### src/rtl/ifu_pkg.sv
// ---------------------------------------------------------------------------
// ifu_pkg
// Shared definitions for the instruction fetch unit: the fetch FSM state
// encoding, the NOP instruction word used to fill empty output slots, the
// default reset fetch address and a small word-alignment helper.
// ---------------------------------------------------------------------------
package ifu_pkg;

  // REQ  : request is being presented to instruction memory
  // WAIT : one request accepted, waiting for its response
  // HOLD : response parked in the skid buffer while downstream is stalled
  typedef enum logic [1:0] {
    ST_REQ  = 2'd0,
    ST_WAIT = 2'd1,
    ST_HOLD = 2'd2
  } fetch_state_e;

  // addi x0, x0, 0
  localparam logic [31:0] NOP_INST         = 32'h0000_0013;
  localparam logic [31:0] DEFAULT_RESET_PC = 32'h0000_0000;

  // Instruction addresses are word aligned; low two bits are forced to zero.
  function automatic logic [31:0] align_word(input logic [31:0] addr);
    return {addr[31:2], 2'b00};
  endfunction

endpackage

### src/rtl/ifu_skid_buf.sv
// ---------------------------------------------------------------------------
// ifu_skid_buf
// Single-entry buffer that parks one fetched {pc, instruction} pair while the
// downstream stage is stalled.
//
// Ports
//   clk       : clock
//   rst_n     : synchronous active-low reset (empties the buffer)
//   load      : capture load_pc/load_inst and mark the entry valid
//   drop      : discard the entry (has priority over load)
//   load_pc   : pc of the instruction being parked
//   load_inst : instruction word being parked
//   valid     : entry holds a parked instruction
//   buf_pc    : parked pc
//   buf_inst  : parked instruction word
// ---------------------------------------------------------------------------
module ifu_skid_buf
  import ifu_pkg::*;
(
  input  logic        clk,
  input  logic        rst_n,
  input  logic        load,
  input  logic        drop,
  input  logic [31:0] load_pc,
  input  logic [31:0] load_inst,
  output logic        valid,
  output logic [31:0] buf_pc,
  output logic [31:0] buf_inst
);

  // Single storage entry; drop wins so a same-cycle load cannot resurrect
  // an entry that the fetch FSM has decided to throw away.
  always_ff @(posedge clk) begin
    if (!rst_n) begin
      valid    <= 1'b0;
      buf_pc   <= 32'h0000_0000;
      buf_inst <= NOP_INST;
    end else if (drop) begin
      valid    <= 1'b0;
    end else if (load) begin
      valid    <= 1'b1;
      buf_pc   <= load_pc;
      buf_inst <= load_inst;
    end
  end

endmodule

### src/rtl/ifu_fetch.sv
// ---------------------------------------------------------------------------
// ifu_fetch
// Instruction fetch unit. Issues one request at a time to instruction
// memory, registers the returned instruction for the IF/DE boundary, parks a
// response in a skid buffer when downstream stalls, and handles redirects
// from execute (jump_en), which take priority over stall.
//
// Ports
//   clk         : clock, all state updates on its rising edge
//   rst_n       : synchronous active-low reset
//   stall       : downstream hold; output registers freeze
//   jump_en     : redirect request, overrides stall
//   jump_addr   : redirect target (low two bits ignored)
//   imem_req    : request valid towards instruction memory
//   imem_addr   : request address (the internal fetch pc)
//   imem_gnt    : request accepted when imem_req && imem_gnt
//   imem_rvalid : response valid (only honoured while waiting for one)
//   imem_rdata  : response instruction word
//   pc          : pc of inst_o
//   inst_o      : fetched instruction, NOP when no valid instruction
//   inst_valid  : inst_o is a real fetched instruction
// ---------------------------------------------------------------------------
module ifu_fetch
  import ifu_pkg::*;
#(
  parameter logic [31:0] RESET_PC = DEFAULT_RESET_PC
) (
  input  logic        clk,
  input  logic        rst_n,
  input  logic        stall,
  input  logic        jump_en,
  input  logic [31:0] jump_addr,
  output logic        imem_req,
  output logic [31:0] imem_addr,
  input  logic        imem_gnt,
  input  logic        imem_rvalid,
  input  logic [31:0] imem_rdata,
  output logic [31:0] pc,
  output logic [31:0] inst_o,
  output logic        inst_valid
);

  fetch_state_e state_q, state_d;
  logic [31:0]  fetch_pc_q, fetch_pc_d;
  logic         discard_q, discard_d;

  logic         skid_load, skid_drop, skid_valid;
  logic [31:0]  skid_pc, skid_inst;

  logic         load_out;
  logic [31:0]  load_pc, load_inst;
  logic [31:0]  pc_d, inst_d;
  logic         valid_d;
  logic [31:0]  jump_tgt;

  assign jump_tgt  = align_word(jump_addr);
  assign imem_req  = (state_q == ST_REQ);
  assign imem_addr = fetch_pc_q;

  ifu_skid_buf u_skid (
    .clk       (clk),
    .rst_n     (rst_n),
    .load      (skid_load),
    .drop      (skid_drop),
    .load_pc   (fetch_pc_q),
    .load_inst (imem_rdata),
    .valid     (skid_valid),
    .buf_pc    (skid_pc),
    .buf_inst  (skid_inst)
  );

  // Fetch FSM next-state logic. discard marks the single outstanding request
  // as stale after a redirect so its response is thrown away when it lands.
  // load_out/load_pc/load_inst describe the instruction, if any, that should
  // reach the output registers this cycle.
  always_comb begin
    state_d    = state_q;
    fetch_pc_d = fetch_pc_q;
    discard_d  = discard_q;
    skid_load  = 1'b0;
    skid_drop  = 1'b0;
    load_out   = 1'b0;
    load_pc    = fetch_pc_q;
    load_inst  = imem_rdata;

    case (state_q)
      ST_REQ: begin
        if (jump_en) begin
          fetch_pc_d = jump_tgt;
          if (imem_gnt) begin
            // The accepted request is for the old address; mark it stale.
            state_d   = ST_WAIT;
            discard_d = 1'b1;
          end
        end else if (imem_gnt) begin
          state_d = ST_WAIT;
        end
      end

      ST_WAIT: begin
        if (imem_rvalid) begin
          state_d   = ST_REQ;
          discard_d = 1'b0;
          if (jump_en) begin
            fetch_pc_d = jump_tgt;
          end else if (!discard_q) begin
            if (stall) begin
              skid_load = 1'b1;
              state_d   = ST_HOLD;
            end else begin
              load_out   = 1'b1;
              fetch_pc_d = fetch_pc_q + 32'd4;
            end
          end
        end else if (jump_en) begin
          discard_d  = 1'b1;
          fetch_pc_d = jump_tgt;
        end
      end

      ST_HOLD: begin
        if (jump_en) begin
          skid_drop  = 1'b1;
          fetch_pc_d = jump_tgt;
          state_d    = ST_REQ;
        end else if (!skid_valid) begin
          // Empty buffer in HOLD cannot happen in normal operation; recover
          // by resuming fetch at the current address.
          state_d = ST_REQ;
        end else if (!stall) begin
          skid_drop  = 1'b1;
          load_out   = 1'b1;
          load_pc    = skid_pc;
          load_inst  = skid_inst;
          fetch_pc_d = skid_pc + 32'd4;
          state_d    = ST_REQ;
        end
      end

      default: begin
        state_d = ST_REQ;
      end
    endcase
  end

  // Output register next values: a redirect always empties the slot, a
  // stall freezes it, otherwise it takes the new instruction or a bubble.
  always_comb begin
    pc_d    = pc;
    inst_d  = inst_o;
    valid_d = inst_valid;
    if (jump_en) begin
      inst_d  = NOP_INST;
      valid_d = 1'b0;
    end else if (!stall) begin
      if (load_out) begin
        pc_d    = load_pc;
        inst_d  = load_inst;
        valid_d = 1'b1;
      end else begin
        inst_d  = NOP_INST;
        valid_d = 1'b0;
      end
    end
  end

  // State and output registers. Reset abandons any outstanding request and
  // restarts fetching at RESET_PC on the first cycle after release.
  always_ff @(posedge clk) begin
    if (!rst_n) begin
      state_q    <= ST_REQ;
      fetch_pc_q <= RESET_PC;
      discard_q  <= 1'b0;
      pc         <= 32'h0000_0000;
      inst_o     <= NOP_INST;
      inst_valid <= 1'b0;
    end else begin
      state_q    <= state_d;
      fetch_pc_q <= fetch_pc_d;
      discard_q  <= discard_d;
      pc         <= pc_d;
      inst_o     <= inst_d;
      inst_valid <= valid_d;
    end
  end

endmodule

### config.mk
export PLATFORM = sky130hd
export DESIGN_NAME = ifu_fetch
export DESIGN_NICKNAME = d
export VERILOG_FILES = /design/src/rtl/ifu_pkg.sv /design/src/rtl/ifu_skid_buf.sv /design/src/rtl/ifu_fetch.sv
export SDC_FILE = /design/constraint.sdc
export NUM_CORES = 1
export LEC_CHECK = 0
export BUFFER_PORTS_ARGS = -buffer_cell sky130_fd_sc_hd__buf_2
export CELL_PAD_IN_SITES_DETAIL_PLACEMENT = 2
export CELL_PAD_IN_SITES_GLOBAL_PLACEMENT = 2
export CORE_ASPECT_RATIO = 1.75
export CORE_UTILIZATION = 34
export DETAILED_ROUTE_END_ITERATION = 8
export PLACE_DENSITY_LB_ADDON = 0.08
export SYNTH_ARGS = -nofsm -noshare
export SYNTH_HDL_FRONTEND = slang
export SYNTH_SLANG_ARGS = --single-unit
### constraint.sdc
create_clock -name clk -period 4.1 [get_ports clk]
set_clock_uncertainty 0.1 [all_clocks]
set_input_delay 0.615 -clock clk [delete_from_list [all_inputs] [get_ports clk]]
set_output_delay 0.615 -clock clk [all_outputs]
set_load 0.05 [all_outputs]
---- Word-level counts from Yosys, hierarchy flattened ----
Cells that the tools add are included.
cells by class
  add/sub/neg operators ................... 2
  eq/ne operators ......................... 11
  mux-type cells .......................... 43
  bitwise operators ....................... 4
  reductions and logical operators ........ 10
operators by type and width
  cell                                                             count
  32-bit 2-to-1 mux                                                13
  32-bit case mux with 3 select lines                              1
  32-bit by 3-bit adder with 32-bit output, second input constant  2
  1-bit 2-to-1 mux                                                 18
  2-bit 2-to-1 mux                                                 8
  4-bit != test, second input constant                             3
  3-bit != test, second input constant                             2
  2-bit case mux with 3 select lines                               1
  3-bit AND reduction                                              2
  5-bit AND reduction                                              1
  2-bit != test, second input constant                             2
  1-bit NOT                                                        4
  1-bit case mux with 2 select lines                               2
  4-bit AND reduction                                              1
  2-bit OR reduction                                               2
  3-bit by 2-bit != test with 1-bit output, second input constant  1
  3-bit nonzero test                                               1
  2-bit by 1-bit == test with 1-bit output, second input constant  1
  2-bit == test, second input constant                             1
  2-bit zero test                                                  1
  2-bit by 1-bit != test with 1-bit output, second input constant  1
  2-bit AND reduction                                              1
  2-bit nonzero test                                               1
storage, ports and cells
  register bits ........................... 165
  input port bits ......................... 70
  output and inout bits ................... 98
  word-level logic and storage cells ...... 79

---- Logic depth before layout (Yosys ltp) ----
  word-level depth ........................ 6
  mapped depth ............................ 11
  gate-level depth less buffers ........... 8

---- Modules after synthesis ----
Synthesis repeated with hierarchy kept, for this count alone.
unflattened totals
  cells, all modules ...................... 1,189
  area total of the unflattened synthesis .. 9,166.3 sq um
modules (own cells, without submodules)
  module        instances  cells each  area each (sq um)  sequential area each (sq um)
  ifu_fetch     1          908         6,508.7            2,001.9
  ifu_skid_buf  1          281         2,657.5            1,301.2

---- Worst setup path after synthesis ----
OpenSTA, ideal clock, no wires.
  path kind ............................... register to register
  from .................................... reg fetch_pc_q[2] (netlist: imem_addr[2])
  to ...................................... reg fetch_pc_q[26] (netlist: imem_addr[26])
  library setup time ...................... 130 ps
  arrival time ............................ 2,292 ps
  data required time ...................... 3,870 ps
  slack ................................... 1,578 ps
  cell stages (with the launch flop) ...... 8
  buffers on the path ..................... 0
  period minus slack after synthesis ...... 2,522 ps
  path through ............................ dfxtp_1 ha_1 nand3_4 or4_4 nor3_2 xor2_1 a22oi_1 o22ai_1
on the way
  word-level cells in the longest chain between the ends .. 6
ends and longest elaborated chain
  element                                   line              source
  start: declaration                        ifu_fetch.sv:44   logic [31:0] fetch_pc_q, fetch_pc_d;
  start signal: assignment                  ifu_fetch.sv:179  fetch_pc_q <= fetch_pc_d;
  32-bit by 3-bit adder with 32-bit output  ifu_fetch.sv:112  fetch_pc_d = fetch_pc_q + 32'd4;
  32-bit 2-to-1 mux                         ifu_fetch.sv:107  if (stall) begin
  32-bit 2-to-1 mux                         ifu_fetch.sv:106  end else if (!discard_q) begin
  32-bit 2-to-1 mux                         ifu_fetch.sv:104  if (jump_en) begin
  32-bit 2-to-1 mux                         ifu_fetch.sv:101  if (imem_rvalid) begin
  32-bit case mux with 3 select lines       ifu_fetch.sv:86   case (state_q)
No other way between the ends. The select of a mux whose other input is x is not followed.
A chain may end at the register's enable or synchronous reset.

---- Final worst setup path ----
  from .................................... reg state_q[0]
  to ...................................... reg fetch_pc_q[18] (netlist: imem_addr[18])
on the way
  word-level cells in the longest chain between the ends .. 3
  elaborated cells between the ends (all ways) .. 10
  those cells by class .................... eq/ne (6); mux (1); reduce/logical (3)
ends and longest elaborated chain
  element                                                                 line              source
  start: declaration                                                      ifu_fetch.sv:43   fetch_state_e state_q, state_d;
  start signal: assignment                                                ifu_fetch.sv:178  state_q <= state_d;
  2-bit by 1-bit == test with 1-bit output, or another cell as far along  ifu_fetch.sv:86
  4-bit != test (no line), or another cell as far along                   -
  5-bit AND reduction (no line)                                           -
Several ways; a longest one is shown, not always the timed one.

==> flow_metrics.env <==
export IMPL_final_max_tran_viols=0
export IMPL_clk_transition_reported_paths_ns=0.07
export IMPL_synth_mux_area_frac=0.00828
export IMPL_rsz0062_at_grt="false"
export IMPL_placed_wire_length_estimate_after_detailed_placement_microns=23400
export IMPL_grt_residual_overflow=0
export IMPL_port_buffers=165
export IMPL_cp_data_arrival_time_ns=3.31
export IMPL_worst_slew_pin_slew_ns=0.849
export IMPL_rrSetupSlack_ns=1.02
export IMPL_p_switching_mw=1.13
export IMPL_design_final_nets=1323
export IMPL_timing_critical_path_required_ns=4.33
export IMPL_cellInternalPower_mw=2.71
export IMPL_floorplan_die_width_microns=123
export IMPL_worst_path_largest_cell_delay_ns=0.51
export IMPL_xor_and_xnor_fraction_of_the_mapped_netlist_area=0.0430
export IMPL_postRouteWirelength_microns=33400
export IMPL_initial_utilization=0.346
export IMPL_synth_distinct_cells=68
export IMPL_post_synth_and_or_nand_nor_area_fraction=0.264
export IMPL_worstRegToRegCells=8
export IMPL_status="finished, final reports clean"
export IMPL_preCtsSetupSlack_ns=1.04
export IMPL_critPathKind="flop to flop"
export IMPL_fin_crit_ns=3.08
export IMPL_holdPathEnd="u_skid.buf_inst[4]$_SDFFE_PN1P_"
export IMPL_routabilityCongestion=0.823
export IMPL_swShare=0.294
export IMPL_fraction_of_the_mapped_netlist_area_in_adder_cells=0.00856
export IMPL_post_synthesis_cell_count=1149
export IMPL_detail_route_first_pass_iterations=4
export IMPL_synth_top_family_by_area="simple AND/OR/NAND/NOR gates"
export IMPL_drive_gt1_frac=0.195
export IMPL_grt_max_degree=65
export IMPL_post_synthesis_register_bit_count=165
export IMPL_antenna_found_initial=2
export IMPL_power_share_combinational=0.132
export IMPL_grt_pass1_vias=9337
export IMPL_via_count=8891
export IMPL_clockBufferDepth=2
export IMPL_worst_r2r_startpoint="state_q[0]$_SDFFE_PN0P_"
export IMPL_cellPowerDensity_nw_per_um2=377
export IMPL_final_critical_path_setup_slack_ns=1.02
export IMPL_final_cell_area_sq_um=10200
export IMPL_route_detailed_drc=0
export IMPL_kind_of_cell_adding_the_most_delay_to_the_critical_path="compound AO/OA/AOI/OAI gates"
export IMPL_fp_dieH_microns=214
export IMPL_fraction_of_power_consumed_by_the_clock_network=0.418
export IMPL_slew_headroom=0.429
export IMPL_crit_path_top_delay_cell="a211oi_1"
export IMPL_cts_buffers_inserted=17
export IMPL_synth_fp_nets=1225
export IMPL_origin_of_the_worst_min_delay_path="imem_rdata[4]"
export IMPL_commonest_non_fill_non_tap_cell_in_the_layout="nand2_1"
export IMPL_path_buf_inv=1
export IMPL_timing_hold_violations_final=0
export IMPL_fp_dieArea_sq_um=26500
export IMPL_worstSetupEndpointType="flop"
export IMPL_grt_first_pass_wirelength_microns=51800
export IMPL_layout_cells_most_common_list="290 x nand2_1, 165 x dfxtp_1, 165 x buf_2"
export IMPL_globalRouteTotalUtil=0.259
export IMPL_max_vdd_ir_drop_mv=0.326
export IMPL_power_leakage_nw=4.31
export IMPL_synth_seq_area_share=0.377
export IMPL_holdPathStages=3
export IMPL_hold_class="input pin to flop"
export IMPL_synth_edff_count=0
export IMPL_synth_compound_gate_area_share=0.228
export IMPL_rows=77
export IMPL_routed_wire_length_per_instance_microns=21.2
export IMPL_synthToLayoutAreaGrowth_pct=16.2
export IMPL_clockRootBuffer="clkbuf_16"
export IMPL_postLayoutCoreUtil=0.402
export IMPL_final_min_period_over_clock_period=0.751
export IMPL_cts_hold_buffers_added=0
export IMPL_postCtsSetupBuffers=0
export IMPL_synthArstFlopShare=0
export IMPL_clk_latency_ns=0.46
export IMPL_boundaryPins=168
export IMPL_crit_path_max_fanout=17
export IMPL_seq_power_share=0.450
export IMPL_synth_area_sq_um=8770
export IMPL_commonest_register_cell_after_synthesis="dfxtp_1"
export IMPL_cts_htree_levels=4
export IMPL_finalSetupTns_ns=0
export IMPL_ys_warnings_count=0
export IMPL_numClockSinks=165
export IMPL_number_of_nets_still_failing_antenna_checks_after_routing=0
export IMPL_drv_max_cap_violation_count=0
export IMPL_timing_fmax_mhz=325
export IMPL_crit_reg2reg_capture="imem_addr[18]$_SDFFE_PN0P_"
export IMPL_viasPerCell=5.63
export IMPL_total_cell_area_at_the_placement_stage_sq_um=9610
export IMPL_syn_mean_instance_area_sq_um=7.63
export IMPL_path_cells="inv_1 -> ha_1 -> a21o_1 -> a211oi_1 -> o21a_1 -> nand3_1 -> a22oi_1 -> a21oi_1"
export IMPL_core_area_sq_um=25300
export IMPL_first_iter_violations=333
export IMPL_cts_resized=0
export IMPL_setup_worst_path_start_class="flop"
export IMPL_finalSetupViolations=0
export IMPL_tritoncts="built"
-- Yosys cell counts, types with 16 or more instances --
library cell / n / share of area
nand3_1: 63 / 0.036
nand4_1: 18 / 0.013
nand2_1: 292 / 0.13
xor2_1: 24 / 0.024
dfxtp_1: 165 / 0.38
xnor2_1: 19 / 0.019
buf_2: 17 / 0.0097
nor3_1: 16 / 0.0091
clkbuf_1: 65 / 0.028
a22oi_1: 19 / 0.016
a21oi_1: 134 / 0.076
o211a_1: 33 / 0.038
o21ai_0: 22 / 0.013
nor2_1: 49 / 0.021
-- worst register-to-register path, cell delays in order, from the launching register on --
cell      delay (ns)
dfxtp_1         0.40
inv_1           0.10
ha_1            0.47
a21o_1          0.30
a211oi_1        0.51
o21a_1          0.49
nand3_1         0.27
a22oi_1         0.25
a21oi_1         0.09
-- flip-flops by register name (all words and copies together) (netlist names) --
register,count
inst_o,32
inst_valid,1
u_skid.valid,1
discard_q,1
state_q,2
imem_addr,32
u_skid.buf_inst,32
u_skid.buf_pc,32
pc,32
-- kinds of logic after synthesis --
kind of cell,after synthesis
multiplexers,7
adder cells (fa/ha/maj),6
flip-flops,165
XOR/XNOR,43
AO/OA/AOI/OAI,302
buffers and inverters,121
AND/OR/NAND/NOR,505
-- stage by stage --
step / total power, mW / instances / hold WS (ns)
floorplan: 2.12 / 1149 / 0.337
global placement: 2.27 / 1544 / 0.343
detailed placement: 2.28 / 1544 / 0.356
CTS: 3.89 / 1576 / 0.291
global route: 3.98 / 1577 / 0.291
finish: 3.84 / 1578 / 0.301
-- how the worst max path moves through the flow --
stage | end | start | depth (start not counted)
floorplan | imem_addr[26]$_SDFFE_PN0P_ | imem_addr[2]$_SDFFE_PN0P_ | 7
global placement | imem_addr[18]$_SDFFE_PN0P_ | state_q[0]$_SDFFE_PN0P_ | 8
detailed placement | imem_addr[18]$_SDFFE_PN0P_ | state_q[0]$_SDFFE_PN0P_ | 8
CTS | imem_addr[18]$_SDFFE_PN0P_ | state_q[0]$_SDFFE_PN0P_ | 8
global route | imem_addr[18]$_SDFFE_PN0P_ | state_q[0]$_SDFFE_PN0P_ | 8
finish | imem_addr[18]$_SDFFE_PN0P_ | state_q[0]$_SDFFE_PN0P_ | 8
-- layout make-up --
| class | instances | area (sq um) |
|---|---|---|
| flip-flops and latches | 165 | 3300 |
| diodes | 2 | 5.00 |
| clock buffers | 24 | 502 |
| well taps | 316 | 395 |
| fillers | 3062 | 15100 |
| inverters | 12 | 45.0 |
| repair buffers | 188 | 1010 |
| multi-input cells | 863 | 4860 |
| clock inverters | 8 | 71.3 |
-- metal layers --
layer / part of all wire / wire [microns] / global-route usage
met2: 0.55 / 18200 / 0.485
met4: 0.038 / 1270 / 0.123
met1: 0.38 / 12500 / 0.266
met5: 0 / 0 / 0
met3: 0.042 / 1390 / 0.0511
-- power groups by stage --
stage               registers [mW]  clock network [mW]  logic (mW)
floorplan                     1.82                   0       0.299
global placement              1.76                   0       0.504
detailed placement            1.77                   0       0.514
CTS                           1.73                1.65       0.516
global route                  1.74                1.70       0.548
finish                        1.73                1.60       0.508
Note: power is estimated with default switching activity, not from simulation.
